<file path="src/rtl/shift_reg_seq.sv">
`default_nettype none
//==============================================================================
// Module   : shift_reg_seq
// Purpose  : Sequential shift/rotate register. Hold, load, clear and zero-
//            distance shifts finish on the accepting edge. Shifts/rotates of
//            distance k>0 execute one bit per clock over k further edges.
// Ports    : clock - rising-edge clock
//            reset - asynchronous, active-low reset
//            start - operation request (sampled only while idle)
//            f     - opcode (hold/load/shr/asr/shl/rotr/rotl/clear)
//            d     - load data
//            amt   - shift/rotate distance
//            q     - register contents
//            busy  - multi-cycle shift in progress
//            done  - one-cycle completion pulse
//            cout  - last bit shifted or rotated out
// Revision : 1.0 - initial release
//==============================================================================
module shift_reg_seq #(
    parameter int WIDTH = 16,
    parameter int AW    = $clog2(WIDTH)
) (
    input  logic             clock,
    input  logic             reset,
    input  logic             start,
    input  logic [2:0]       f,
    input  logic [WIDTH-1:0] d,
    input  logic [AW-1:0]    amt,
    output logic [WIDTH-1:0] q,
    output logic             busy,
    output logic             done,
    output logic             cout
);

    localparam logic [2:0]    c_OP_HOLD  = 3'b000;
    localparam logic [2:0]    c_OP_LOAD  = 3'b001;
    localparam logic [2:0]    c_OP_SHR   = 3'b010;
    localparam logic [2:0]    c_OP_ASR   = 3'b011;
    localparam logic [2:0]    c_OP_SHL   = 3'b100;
    localparam logic [2:0]    c_OP_ROTR  = 3'b101;
    localparam logic [2:0]    c_OP_ROTL  = 3'b110;
    localparam logic [2:0]    c_OP_CLEAR = 3'b111;
    localparam logic [AW-1:0] c_CNT_ONE  = AW'(1);

    typedef enum logic [0:0] {
        ST_IDLE  = 1'b0,
        ST_SHIFT = 1'b1
    } state_t;

    state_t           r_state, w_state_nxt;
    logic [WIDTH-1:0] r_q,     w_q_nxt;
    logic [AW-1:0]    r_cnt,   w_cnt_nxt;
    logic [2:0]       r_op,    w_op_nxt;
    logic             r_cout,  w_cout_nxt;
    logic             r_done,  w_done_nxt;

    // Result of one 1-bit step of the latched operation.
    logic [WIDTH-1:0] w_step_q;
    logic             w_step_cout;

    always_ff @(posedge clock or negedge reset) begin
        if (!reset) begin
            r_state <= ST_IDLE;
            r_q     <= '0;
            r_cnt   <= '0;
            r_op    <= c_OP_HOLD;
            r_cout  <= 1'b0;
            r_done  <= 1'b0;
        end else begin
            r_state <= w_state_nxt;
            r_q     <= w_q_nxt;
            r_cnt   <= w_cnt_nxt;
            r_op    <= w_op_nxt;
            r_cout  <= w_cout_nxt;
            r_done  <= w_done_nxt;
        end
    end

    always_comb begin
        w_step_q    = r_q;
        w_step_cout = r_cout;
        case (r_op)
            c_OP_SHR: begin
                w_step_q    = {1'b0, r_q[WIDTH-1:1]};
                w_step_cout = r_q[0];
            end
            c_OP_ASR: begin
                w_step_q    = {r_q[WIDTH-1], r_q[WIDTH-1:1]};
                w_step_cout = r_q[0];
            end
            c_OP_SHL: begin
                w_step_q    = {r_q[WIDTH-2:0], 1'b0};
                w_step_cout = r_q[WIDTH-1];
            end
            c_OP_ROTR: begin
                w_step_q    = {r_q[0], r_q[WIDTH-1:1]};
                w_step_cout = r_q[0];
            end
            c_OP_ROTL: begin
                w_step_q    = {r_q[WIDTH-2:0], r_q[WIDTH-1]};
                w_step_cout = r_q[WIDTH-1];
            end
            default: begin
            end
        endcase
    end

    always_comb begin
        w_state_nxt = r_state;
        w_q_nxt     = r_q;
        w_cnt_nxt   = r_cnt;
        w_op_nxt    = r_op;
        w_cout_nxt  = r_cout;
        w_done_nxt  = 1'b0;

        case (r_state)
            ST_IDLE: begin
                if (start) begin
                    w_op_nxt = f;
                    case (f)
                        c_OP_HOLD: w_done_nxt = 1'b1;
                        c_OP_LOAD: begin
                            w_q_nxt    = d;
                            w_done_nxt = 1'b1;
                        end
                        c_OP_CLEAR: begin
                            w_q_nxt    = '0;
                            w_cout_nxt = 1'b0;
                            w_done_nxt = 1'b1;
                        end
                        default: begin
                            // Shift/rotate: zero distance completes at once,
                            // otherwise arm the step counter; q is untouched
                            // on the accepting edge.
                            if (amt == '0) begin
                                w_done_nxt = 1'b1;
                            end else begin
                                w_state_nxt = ST_SHIFT;
                                w_cnt_nxt   = amt;
                            end
                        end
                    endcase
                end
            end
            ST_SHIFT: begin
                w_q_nxt    = w_step_q;
                w_cout_nxt = w_step_cout;
                if (r_cnt == c_CNT_ONE) begin
                    w_state_nxt = ST_IDLE;
                    w_cnt_nxt   = '0;
                    w_done_nxt  = 1'b1;
                end else begin
                    w_cnt_nxt = r_cnt - c_CNT_ONE;
                end
            end
            default: w_state_nxt = ST_IDLE;
        endcase
    end

    assign q    = r_q;
    assign busy = (r_state == ST_SHIFT);
    assign done = r_done;
    assign cout = r_cout;

endmodule
`default_nettype wire
</file>
<file path="config.mk">
export PLATFORM = sky130hd
export DESIGN_NAME = shift_reg_seq
export DESIGN_NICKNAME = d
export VERILOG_FILES = /design/src/rtl/shift_reg_seq.sv
export SDC_FILE = /design/constraint.sdc
export NUM_CORES = 1
export LEC_CHECK = 0
export ABC_CLOCK_PERIOD_IN_PS = 1600
export BUFFER_PORTS_ARGS = -buffer_cell sky130_fd_sc_hd__buf_4
export CAP_MARGIN = 20
export CORE_UTILIZATION = 46
export DETAILED_ROUTE_END_ITERATION = 12
export MAX_ROUTING_LAYER = met4
export PLACE_DENSITY = 0.85
export SLEW_MARGIN = 40
export SYNTH_ARGS = -nofsm -noshare
export SYNTH_HDL_FRONTEND = slang
export SYNTH_SLANG_ARGS = --single-unit
</file>
<file path="constraint.sdc">
create_clock -name clock -period 1.6 [get_ports clock]
set_input_delay 0.08 -clock clock [delete_from_list [all_inputs] [get_ports clock]]
set_output_delay 0.08 -clock clock [all_outputs]
set_load 0.02 [all_outputs]
</file>
==> results.json, run 1 <==
{
  "clkSinkCount": 26,
  "total_leakage_power_uw": 0.000917,
  "start_util": 0.490,
  "antenna_found_initial": 0,
  "max_slew.worst_pin.slew_ps": 409,
  "synth_compound_gate_area_share": 0.241,
  "routed_wire_length_um": 3580,
  "detail_route.drc_violations": 0,
  "data_required_time_of_the_critical_path_ps": 1850,
  "place_congestion": 0.785,
  "area_of_the_core_region_sq_mm": 0.00310,
  "global_route_wire_length_before_repair_um": 5770,
  "slew_headroom": 0.727,
  "largest_family_of_logic_cells_by_synthesized_area": "compound AO/OA/AOI/OAI gates",
  "fin_hold_ws_ps": 7.30,
  "num_rows": 20,
  "syn_area_sq_mm": 0.00152,
  "place_hpwl_um": 2560,
  "routed_wire_length_per_instance_um": 14.8,
  "timing.max_cap.violations": 0,
  "clk_transition_reported_paths_ps": 150,
  "grt_start_max_net_pins": 31,
  "vias_per_cell": 5.59,
  "port-buffer-count": 44,
  "max_clock_buf_depth": 2,
  "synthesized_instance_count": 152,
  "finalClockSkew_ps": 11.7,
  "finish.utilization": 0.649,
  "worstPathMaxFanout": 5,
  "grt_pass1_vias": 1285,
  "first_pass_iters": 4,
  "timing.setup.critical_path_class": "flop to flop",
  "die-height_um": 59.5,
  "hold_class": "primary input to flop",
  "clock_insertion_delay_at_the_later_pin_of_the_skew_report_ps": 330,
  "final_layout_size_suffix_gt1_frac": 0.359,
  "fin_setup_tns_ps": 0,
  "floorplan.io_pins": 45,
  "arrival_ps": 1770,
  "h_tree_levels": 1,
  "tritoncts": "built",
  "post-cts-setup-buffers": 0,
  "synth.mux.area_fraction": 0.159,
  "setup_repair_after_global_routing_missed_its_margin": "true",
  "setup.worst_path.start_class": "flop",
  "finalCritPeriodShare": 0.950,
  "timing_hold_violations_final": 0,
  "syn_nets": 180,
  "die_w_um": 59.5,
  "pwr_density_cell_mw_per_mm2": 2290,
  "seq_area_frac_synth": 0.428,
  "detailroute.via_count": 1353,
  "outcome": "finished clean",
  "achievable-frequency_mhz": 658,
  "cts-buffers-inserted": 3,
  "peakVddDrop_mv": 0.737,
  "post_synth_fa_ha_maj_area_fraction": 0.0165,
  "finalPower_uw": 4610,
  "grt_util_all_layers": 0.227,
  "grt_overflow_total": 0,
  "count_of_final_setup_violators": 0,
  "synth.lib_cells_used.distinct": 36,
  "postSynthAreaPerCell_sq_um": 10.0,
  "drt_first_iter_violations": 84,
  "layout_min_cycle_time_ps": 1520,
  "finalMaxSlewViolations": 0,
  "synthSimpleGateAreaFrac": 0.102,
  "n_antenna_cell": 0,
  "synth.ff_latch_count": 26,
  "end_kind": "flop",
  "library_cell_used_as_clock_root_buffer": "sky130_fd_sc_hd__clkbuf_4",
  "yosys.area_share.xor_xnor": 0.00576,
  "yosys_warnings": 0,
  "design.die.area_sq_mm": 0.00354,
  "final_antenna_net_count": 0,
  "finish.net_count": 227,
  "area.growth.synth_to_final_pct": 32.4
}
==> timing repair <==
action / CTS / global route
endpoints found under the setup margin: 0 / 15
gates resized for setup: 0 / 4
hold endpoints to repair: 26 / 0
hold buffers: 1 / 0
==> cell usage after synthesis, drive strengths merged <==
master,instances,area (sq um)
mux2,19,221
nand2b,1,6.26
mux2i,2,20.0
nand3b,1,7.51
a32o,1,10.0
and3,1,6.26
nor3,1,5.00
nor4,1,6.26
buf,7,42.5
a31oi,2,18.8
dfrtp,26,651
nor2,18,67.6
o21ai,9,45.0
a221oi,3,45.0
a21o,1,7.51
or3b,1,8.76
o21bai,1,7.51
a21oi,18,90.1
nor2b,4,25.0
nand2,3,11.3
a22o,2,17.5
nand3,1,5.00
xor2,1,8.76
clkbuf,3,11.3
or3,1,6.26
inv,5,18.8
ha,2,25.0
a22oi,15,113
o22ai,2,12.5
==> layout by cell type (no fill, tap or decap), types with 2 or more instances in the layout <==
cell / n
sky130_fd_sc_hd__ha_1: 2
sky130_fd_sc_hd__mux2i_1: 2
sky130_fd_sc_hd__inv_1: 5
sky130_fd_sc_hd__mux2_1: 9
sky130_fd_sc_hd__nand2_1: 3
sky130_fd_sc_hd__a21oi_1: 18
sky130_fd_sc_hd__mux2_2: 8
sky130_fd_sc_hd__dfrtp_1: 26
sky130_fd_sc_hd__a22o_1: 2
sky130_fd_sc_hd__buf_12: 2
sky130_fd_sc_hd__mux2_4: 2
sky130_fd_sc_hd__nor2b_1: 3
sky130_fd_sc_hd__a221oi_2: 3
sky130_fd_sc_hd__a22oi_1: 15
sky130_fd_sc_hd__nor2_1: 18
sky130_fd_sc_hd__clkbuf_4: 3
sky130_fd_sc_hd__buf_4: 48
sky130_fd_sc_hd__o21ai_1: 2
sky130_fd_sc_hd__o21ai_0: 7
==> metrics by stage <==
step	std cells	instance area (sq um)	setup slack, ps
final	242	2010	79.7
after global routing	242	2010	1.38
after CTS	242	2000	4.74
after detailed placement	237	1940	19.7
after global placement	237	1940	77.4
after floorplan	152	1520	74.2
==> report_power, final <==
group	total, uW	switching (uW)	leakage (uW)	internal [uW]
Clock	464	210	0.0000279	254
Sequential	1370	362	0.000299	1000
Combinational	2790	1380	0.000590	1400
Total	4610	1950	0.000917	2660
==> final cells by class <==
type,count,area (sq um)
Sequential cell,26,651
Timing Repair Buffer,52,425
Tap cell,44,55.1
Inverter,5,18.8
Multi-Input combinational cell,111,811
Clock buffer,3,22.5
Fill cell,274,1090
Clock inverter,1,30.0
==> final timing paths <==
kind	startpoint	end	slack, ps	depth (start not counted)
worst min-delay path	amt[2]	r_cnt[2]$_DFFE_PN0P_	7	3
max in group asynchronous	reset	q[0]$_DFFE_PN0P_	1170	2
worst min register to register	cout$_DFFE_PN0P_	cout$_DFFE_PN0P_	580	1
min in group asynchronous	reset	q[7]$_DFFE_PN0P_	160	2
worst max-delay path	r_op[0]$_DFFE_PN0P_	cout$_DFFE_PN0P_	80	4
worst max register to register	r_op[0]$_DFFE_PN0P_	cout$_DFFE_PN0P_	80	4
==> flip-flops by register name, summed over array words and instances, names as in the netlist <==
register  count
r_op          3
q            16
r_cnt         4
done          1
cout          1
busy          1
==> critical path, cell delays in order, from the launching register on <==
cell and delay, ps:
sky130_fd_sc_hd__dfrtp_1 470, sky130_fd_sc_hd__nor2b_4 170, sky130_fd_sc_hd__mux2_4 320, sky130_fd_sc_hd__mux2_4 260, sky130_fd_sc_hd__a22o_1 220
==> cells by family after synthesis <==
logic type,after synthesis
AOI/OAI and AO/OA,54
and+or+nand+nor,33
DFF,26
muxes,21
buffers and inverters,15
adders and majority gates,2
xor gates and xnor gates,1
==> per-layer routing <==
layer  share of wire  GRT usage  vias to the layer above  wire, um
li1                -          -                      659         -
met1            0.43      0.256                      640      1530
met2            0.51      0.401                       43      1820
met3           0.041     0.0328                       11       147
met4           0.023     0.0850                        0        82
met5               0          -                        -         0
(Power assumes the default switching activity.)
==> run 2: changes to the inputs <==
- ABC_CLOCK_PERIOD_IN_PS: 1600 -> 1720
- CORE_UTILIZATION: 46 -> 51
- PLACE_DENSITY: 0.85 -> 0.89
- clock period: 1.6 -> 1.72 ns (I/O delays scaled with it)
==> results.json, run 2 (same netlist as run 1, synthesis figures left out) <==
{
  "outcome": "finished clean",
  "n_antenna_cell": 0,
  "whs_endpoint": "r_cnt[3]$_DFFE_PN0P_",
  "layout_min_cycle_time_ps": 1550,
  "area.growth.synth_to_final_pct": 28.4,
  "mostFrequentLayoutCells": "48 x sky130_fd_sc_hd__buf_4, 26 x sky130_fd_sc_hd__dfrtp_1, 18 x sky130_fd_sc_hd__nor2_1, 18 x sky130_fd_sc_hd__a21oi_1, 15 x sky130_fd_sc_hd__a22oi_1",
  "routed_wire_length_um": 3540,
  "tritoncts": "built",
  "timing.setup.critical_path_class": "flop to flop",
  "h_tree_levels": 1,
  "area_of_the_core_region_sq_mm": 0.00278,
  "arrival_ps": 1780,
  "peakVddDrop_mv": 1.59,
  "register_area_sq_um": 651,
  "place_congestion": 0.777,
  "port-buffer-count": 44,
  "antenna_found_initial": 0,
  "total_leakage_power_uw": 0.000896,
  "first_pass_iters": 4,
  "detail_route.drc_violations": 0,
  "finalPower_uw": 4120,
  "timing.max_cap.violations": 0,
  "start_util": 0.547,
  "min-delay-start": "amt[3]",
  "clock_insertion_delay_at_the_later_pin_of_the_skew_report_ps": 330,
  "p_seq_frac": 0.312,
  "finalMaxSlewViolations": 0,
  "worst_hold_path.num_cells": 3,
  "vias_per_cell": 5.96,
  "finalClockSkew_ps": 7.02,
  "hold_class": "primary input to flop",
  "max_slew.worst_pin.slew_ps": 363,
  "library_cell_used_as_clock_root_buffer": "sky130_fd_sc_hd__clkbuf_4",
  "setup.worst_path.start_class": "flop",
  "global_route_wire_length_before_repair_um": 6120,
  "drt_first_iter_violations": 63,
  "data_required_time_of_the_critical_path_ps": 1950,
  "clk_transition_reported_paths_ps": 140,
  "cts-buffers-inserted": 3,
  "die-height_um": 56.6,
  "swShare": 0.440,
  "placed_area_sq_mm": 0.00190,
  "finish.net_count": 226,
  "num_rows": 19,
  "achievable-frequency_mhz": 644,
  "die_w_um": 56.6,
  "end_kind": "flop",
  "worstRegToRegCells": 4,
  "grt_start_max_net_pins": 31,
  "worst_r2r_startpoint": "r_op[1]$_DFFE_PN0P_",
  "pwr-share-clk": 0.076,
  "number_of_flip_flops_under_the_largest_register_name": 16,
  "p_switching_uw": 1810,
  "worst_r2r_endpoint": "cout$_DFFE_PN0P_",
  "fin_setup_tns_ps": 0,
  "power.internal_uw": 2310,
  "pwr-share-comb": 0.612,
  "final_layout_size_suffix_gt1_frac": 0.355,
  "place_hpwl_um": 2570,
  "clkSinkCount": 26,
  "n_fill_cell": 205,
  "floorplan.io_pins": 45,
  "ff2ff_setup_slack_ps": 170,
  "design.die.area_sq_mm": 0.00320,
  "worstPathMaxFanout": 6,
  "final_common_cell": "sky130_fd_sc_hd__buf_4",
  "multi_input_combinational_cell_area_sq_um": 806,
  "postLayoutCellArea_sq_mm": 0.00195,
  "max_clock_buf_depth": 2,
  "post-cts-setup-buffers": 0,
  "finalCritPeriodShare": 0.903,
  "setup_repair_after_global_routing_missed_its_margin": "false",
  "count_of_final_setup_violators": 0,
  "detailroute.via_count": 1359,
  "grt_util_all_layers": 0.248,
  "routed_wire_length_per_instance_um": 15.5,
  "grt_overflow_total": 0,
  "pwr_density_cell_mw_per_mm2": 2110,
  "finish.utilization": 0.702,
  "grt_pass1_vias": 1426,
  "final_antenna_net_count": 0,
  "slew_headroom": 0.758,
  "timing_hold_violations_final": 0
}
[run 2: metal layers]
layer | share of wire | vias to the layer above | routed length, um | track usage
met1 | 0.41 | 658 | 1450 | 0.298
met3 | 0.053 | 4 | 189 | 0.0346
met2 | 0.53 | 46 | 1860 | 0.430
met5 | 0 | - | 0 | -
li1 | - | 651 | - | -
met4 | 0.0088 | 0 | 31 | 0.0732
[run 2: worst max path at each step]
stage                        startpoint                 to  slack, ps  depth (start not counted)
global route        r_op[2]$_DFFE_PN0P_   q[4]$_DFFE_PN0P_         20                          5
detailed placement  r_op[0]$_DFFE_PN0P_  q[13]$_DFFE_PN0P_        120                          5
CTS                 r_op[0]$_DFFE_PN0P_  q[13]$_DFFE_PN0P_        100                          5
global placement    r_op[0]$_DFFE_PN0P_  q[14]$_DFFE_PN0P_        190                          5
floorplan           r_op[0]$_DFFE_PN0P_   cout$_DFFE_PN0P_        190                          5
finish              r_op[1]$_DFFE_PN0P_   cout$_DFFE_PN0P_        170                          4
[run 2: power by group through the flow]
stage	registers (uW)	logic, uW	clock network [uW]
finish	1290	2520	314
CTS	1280	2510	324
global placement	1270	2400	0
floorplan	1460	1500	0
detailed placement	1290	2500	0
global route	1340	2780	342
[run 2: critical path, cell delays in order, from the launching register on]
cell	delay [ps]
sky130_fd_sc_hd__dfrtp_1	470
sky130_fd_sc_hd__and3_1	250
sky130_fd_sc_hd__nor2_1	200
sky130_fd_sc_hd__mux2_4	320
sky130_fd_sc_hd__a22o_1	220
[run 2: stage by stage]
stage | worst slack, ps | hold WS [ps] | instances
2_1_floorplan | 194 | -210 | 152
3_3_place_gp | 190 | 9.52 | 223
3_5_place_dp | 122 | 11.8 | 223
4_1_cts | 105 | 27.0 | 228
5_1_grt | 23.2 | 28.8 | 228
6_report | 167 | 36.9 | 228
[run 2: repair_timing]
item,4_1_cts,5_1_grt
hold buffers,1,0
hold endpoints to repair,26,0
setup endpoints to repair,0,10
resized for setup,0,2
[run 2: layout make-up]
cell class                      instances  area share
Inverter                                5     0.00962
Multi-Input combinational cell        111       0.413
Tap cell                               31      0.0199
Clock buffer                            4      0.0186
Sequential cell                        26       0.333
Timing Repair Buffer                   51       0.206
==> run 3: changes to the inputs <==
- CELL_PAD_IN_SITES_DETAIL_PLACEMENT: unset -> 0
- CELL_PAD_IN_SITES_GLOBAL_PLACEMENT: unset -> 1
- CORE_MARGIN: unset -> 2
- CORE_UTILIZATION: 51 -> 38
- PLACE_DENSITY: 0.89 -> 0.88
==> results.json, run 3 (same netlist as run 1, synthesis figures left out) <==
{
  "data_required_time_of_the_critical_path_ps": 1880,
  "grt_pass1_vias": 1353,
  "die-height_um": 67.3,
  "grt_util_all_layers": 0.182,
  "design.die.area_sq_mm": 0.00452,
  "finish.utilization": 0.532,
  "critical-path-top-delay-family": "flip-flops",
  "grt_overflow_total": 0,
  "detailroute.via_count": 1354,
  "total_leakage_power_uw": 0.000904,
  "mostFrequentLayoutCells": "48 x sky130_fd_sc_hd__buf_4, 26 x sky130_fd_sc_hd__dfrtp_1, 18 x sky130_fd_sc_hd__nor2_1, 18 x sky130_fd_sc_hd__a21oi_1, 15 x sky130_fd_sc_hd__a22oi_1",
  "tritoncts": "built",
  "start_util": 0.406,
  "first_pass_iters": 4,
  "count_of_final_setup_violators": 0,
  "final_common_cell": "sky130_fd_sc_hd__buf_4",
  "cp_slowest_cell": "sky130_fd_sc_hd__dfrtp_1",
  "global_route_wire_length_before_repair_um": 6150,
  "routed_wire_length_per_instance_um": 14.9,
  "fin_setup_tns_ps": 0,
  "clkSinkCount": 26,
  "place_congestion": 0.872,
  "detail_route.drc_violations": 0,
  "area_of_the_core_region_sq_mm": 0.00374,
  "final_cell_count_no_fill": 245,
  "cts-buffers-inserted": 3,
  "finish.net_count": 226,
  "outcome": "finished clean",
  "floorplan.io_pins": 45,
  "slew_headroom": 0.773,
  "setup_ws_post_layout_ps": 160,
  "place_hpwl_um": 2690,
  "clock_insertion_delay_at_the_later_pin_of_the_skew_report_ps": 270,
  "hold_class": "primary input to flop",
  "vias_per_cell": 5.53,
  "pwr_density_cell_mw_per_mm2": 2120,
  "max_slew.worst_pin.slew_ps": 340,
  "drt_first_iter_violations": 71,
  "area.growth.synth_to_final_pct": 31.0,
  "crit_path_cell_trace": "nor2b_2 > buf_6 > mux2_2 > a22oi_1 > a21oi_1",
  "max_clock_buf_depth": 2,
  "peakVddDrop_mv": 0.762,
  "final_layout_size_suffix_gt1_frac": 0.355,
  "num_rows": 22,
  "clk_transition_reported_paths_ps": 100,
  "worstPathMaxFanout": 15,
  "finalClockSkew_ps": 6.49,
  "h_tree_levels": 1,
  "setup_repair_after_global_routing_missed_its_margin": "false",
  "grt_start_max_net_pins": 31,
  "post-place-ws_ps": 102,
  "end_kind": "flop",
  "timing.setup.critical_path_class": "flop to flop",
  "timing.max_cap.violations": 0,
  "die_w_um": 67.3,
  "layout_min_cycle_time_ps": 1560,
  "timing_hold_violations_final": 0,
  "antenna_found_initial": 0,
  "finalCritPeriodShare": 0.907,
  "setup.worst_path.start_class": "flop",
  "port-buffer-count": 44,
  "achievable-frequency_mhz": 641,
  "final_antenna_net_count": 0,
  "n_fill_cell": 363,
  "placed_cells_incl_taps": 240,
  "cp.buffers_inverters": 1,
  "n_antenna_cell": 0,
  "routed_wire_length_um": 3650,
  "finalMaxSlewViolations": 0,
  "number_of_flip_flops_under_the_largest_register_name": 16,
  "library_cell_used_as_clock_root_buffer": "sky130_fd_sc_hd__clkbuf_8",
  "timing.critical_path.slowest_cell_delay_ps": 420,
  "arrival_ps": 1720
}
==> run 3: cell counts in the layout (fill, tap and decap cells not counted) <==
Identical to the previous run, type by type.
==> run 3: per-stage QoR <==
step	hold slack, ps	power [uW]	area, sq um
floorplan	-210	2960	1520
global placement	13.2	3700	1920
detailed placement	20.0	3810	1920
CTS	105	4220	1990
global route	104	4570	1990
finish	110	4210	1990
==> run 3: final timing paths <==
path                                     start  cells past startpoint  slack (ps)                   end
max                        r_op[2]$_DFFE_PN0P_                      5         160     q[11]$_DFFE_PN0P_
min                                     amt[2]                      3         110  r_cnt[2]$_DFFE_PN0P_
max reg2reg                r_op[2]$_DFFE_PN0P_                      5         160     q[11]$_DFFE_PN0P_
min reg2reg                   cout$_DFFE_PN0P_                      1         550      cout$_DFFE_PN0P_
max in group asynchronous                reset                      2        1210        done$_DFF_PN0_
min in group asynchronous                reset                      2         250     q[11]$_DFFE_PN0P_
==> run 3: worst register-to-register path, stage by stage, from the launching register on <==
cell and delay, ps:
sky130_fd_sc_hd__dfrtp_1 420, sky130_fd_sc_hd__nor2b_2 240, sky130_fd_sc_hd__buf_6 210, sky130_fd_sc_hd__mux2_2 360
sky130_fd_sc_hd__a22oi_1 150, sky130_fd_sc_hd__a21oi_1 90
==> run 3: where the power goes <==
group | internal (uW) | switching, uW
Clock | 205 | 196
Sequential | 936 | 357
Combinational | 1250 | 1270
Total | 2390 | 1820
==> run 3: metal layers <==
metal / GRT usage / part of all wire
met1: 0.219 / 0.43
met2: 0.311 / 0.52
met3: 0.0183 / 0.038
met4: 0.0791 / 0.012
met5: - / 0
==> run 3: timing repair <==
action / 4_1_cts / 5_1_grt
setup endpoints to repair: 0 / 5
setup buffers: 0 / 0
endpoints found under the hold margin: 26 / 0
resized for setup: 0 / 2
hold buffers: 1 / 0
==> run 3: area by class of cell <==
cell class,instances,area [sq um],area share
Tap cell,48,60.1,0.0302
Inverter,5,18.8,0.00942
Clock buffer,4,55.1,0.0276
Multi-Input combinational cell,111,806,0.405
Sequential cell,26,651,0.327
Timing Repair Buffer,51,402,0.202
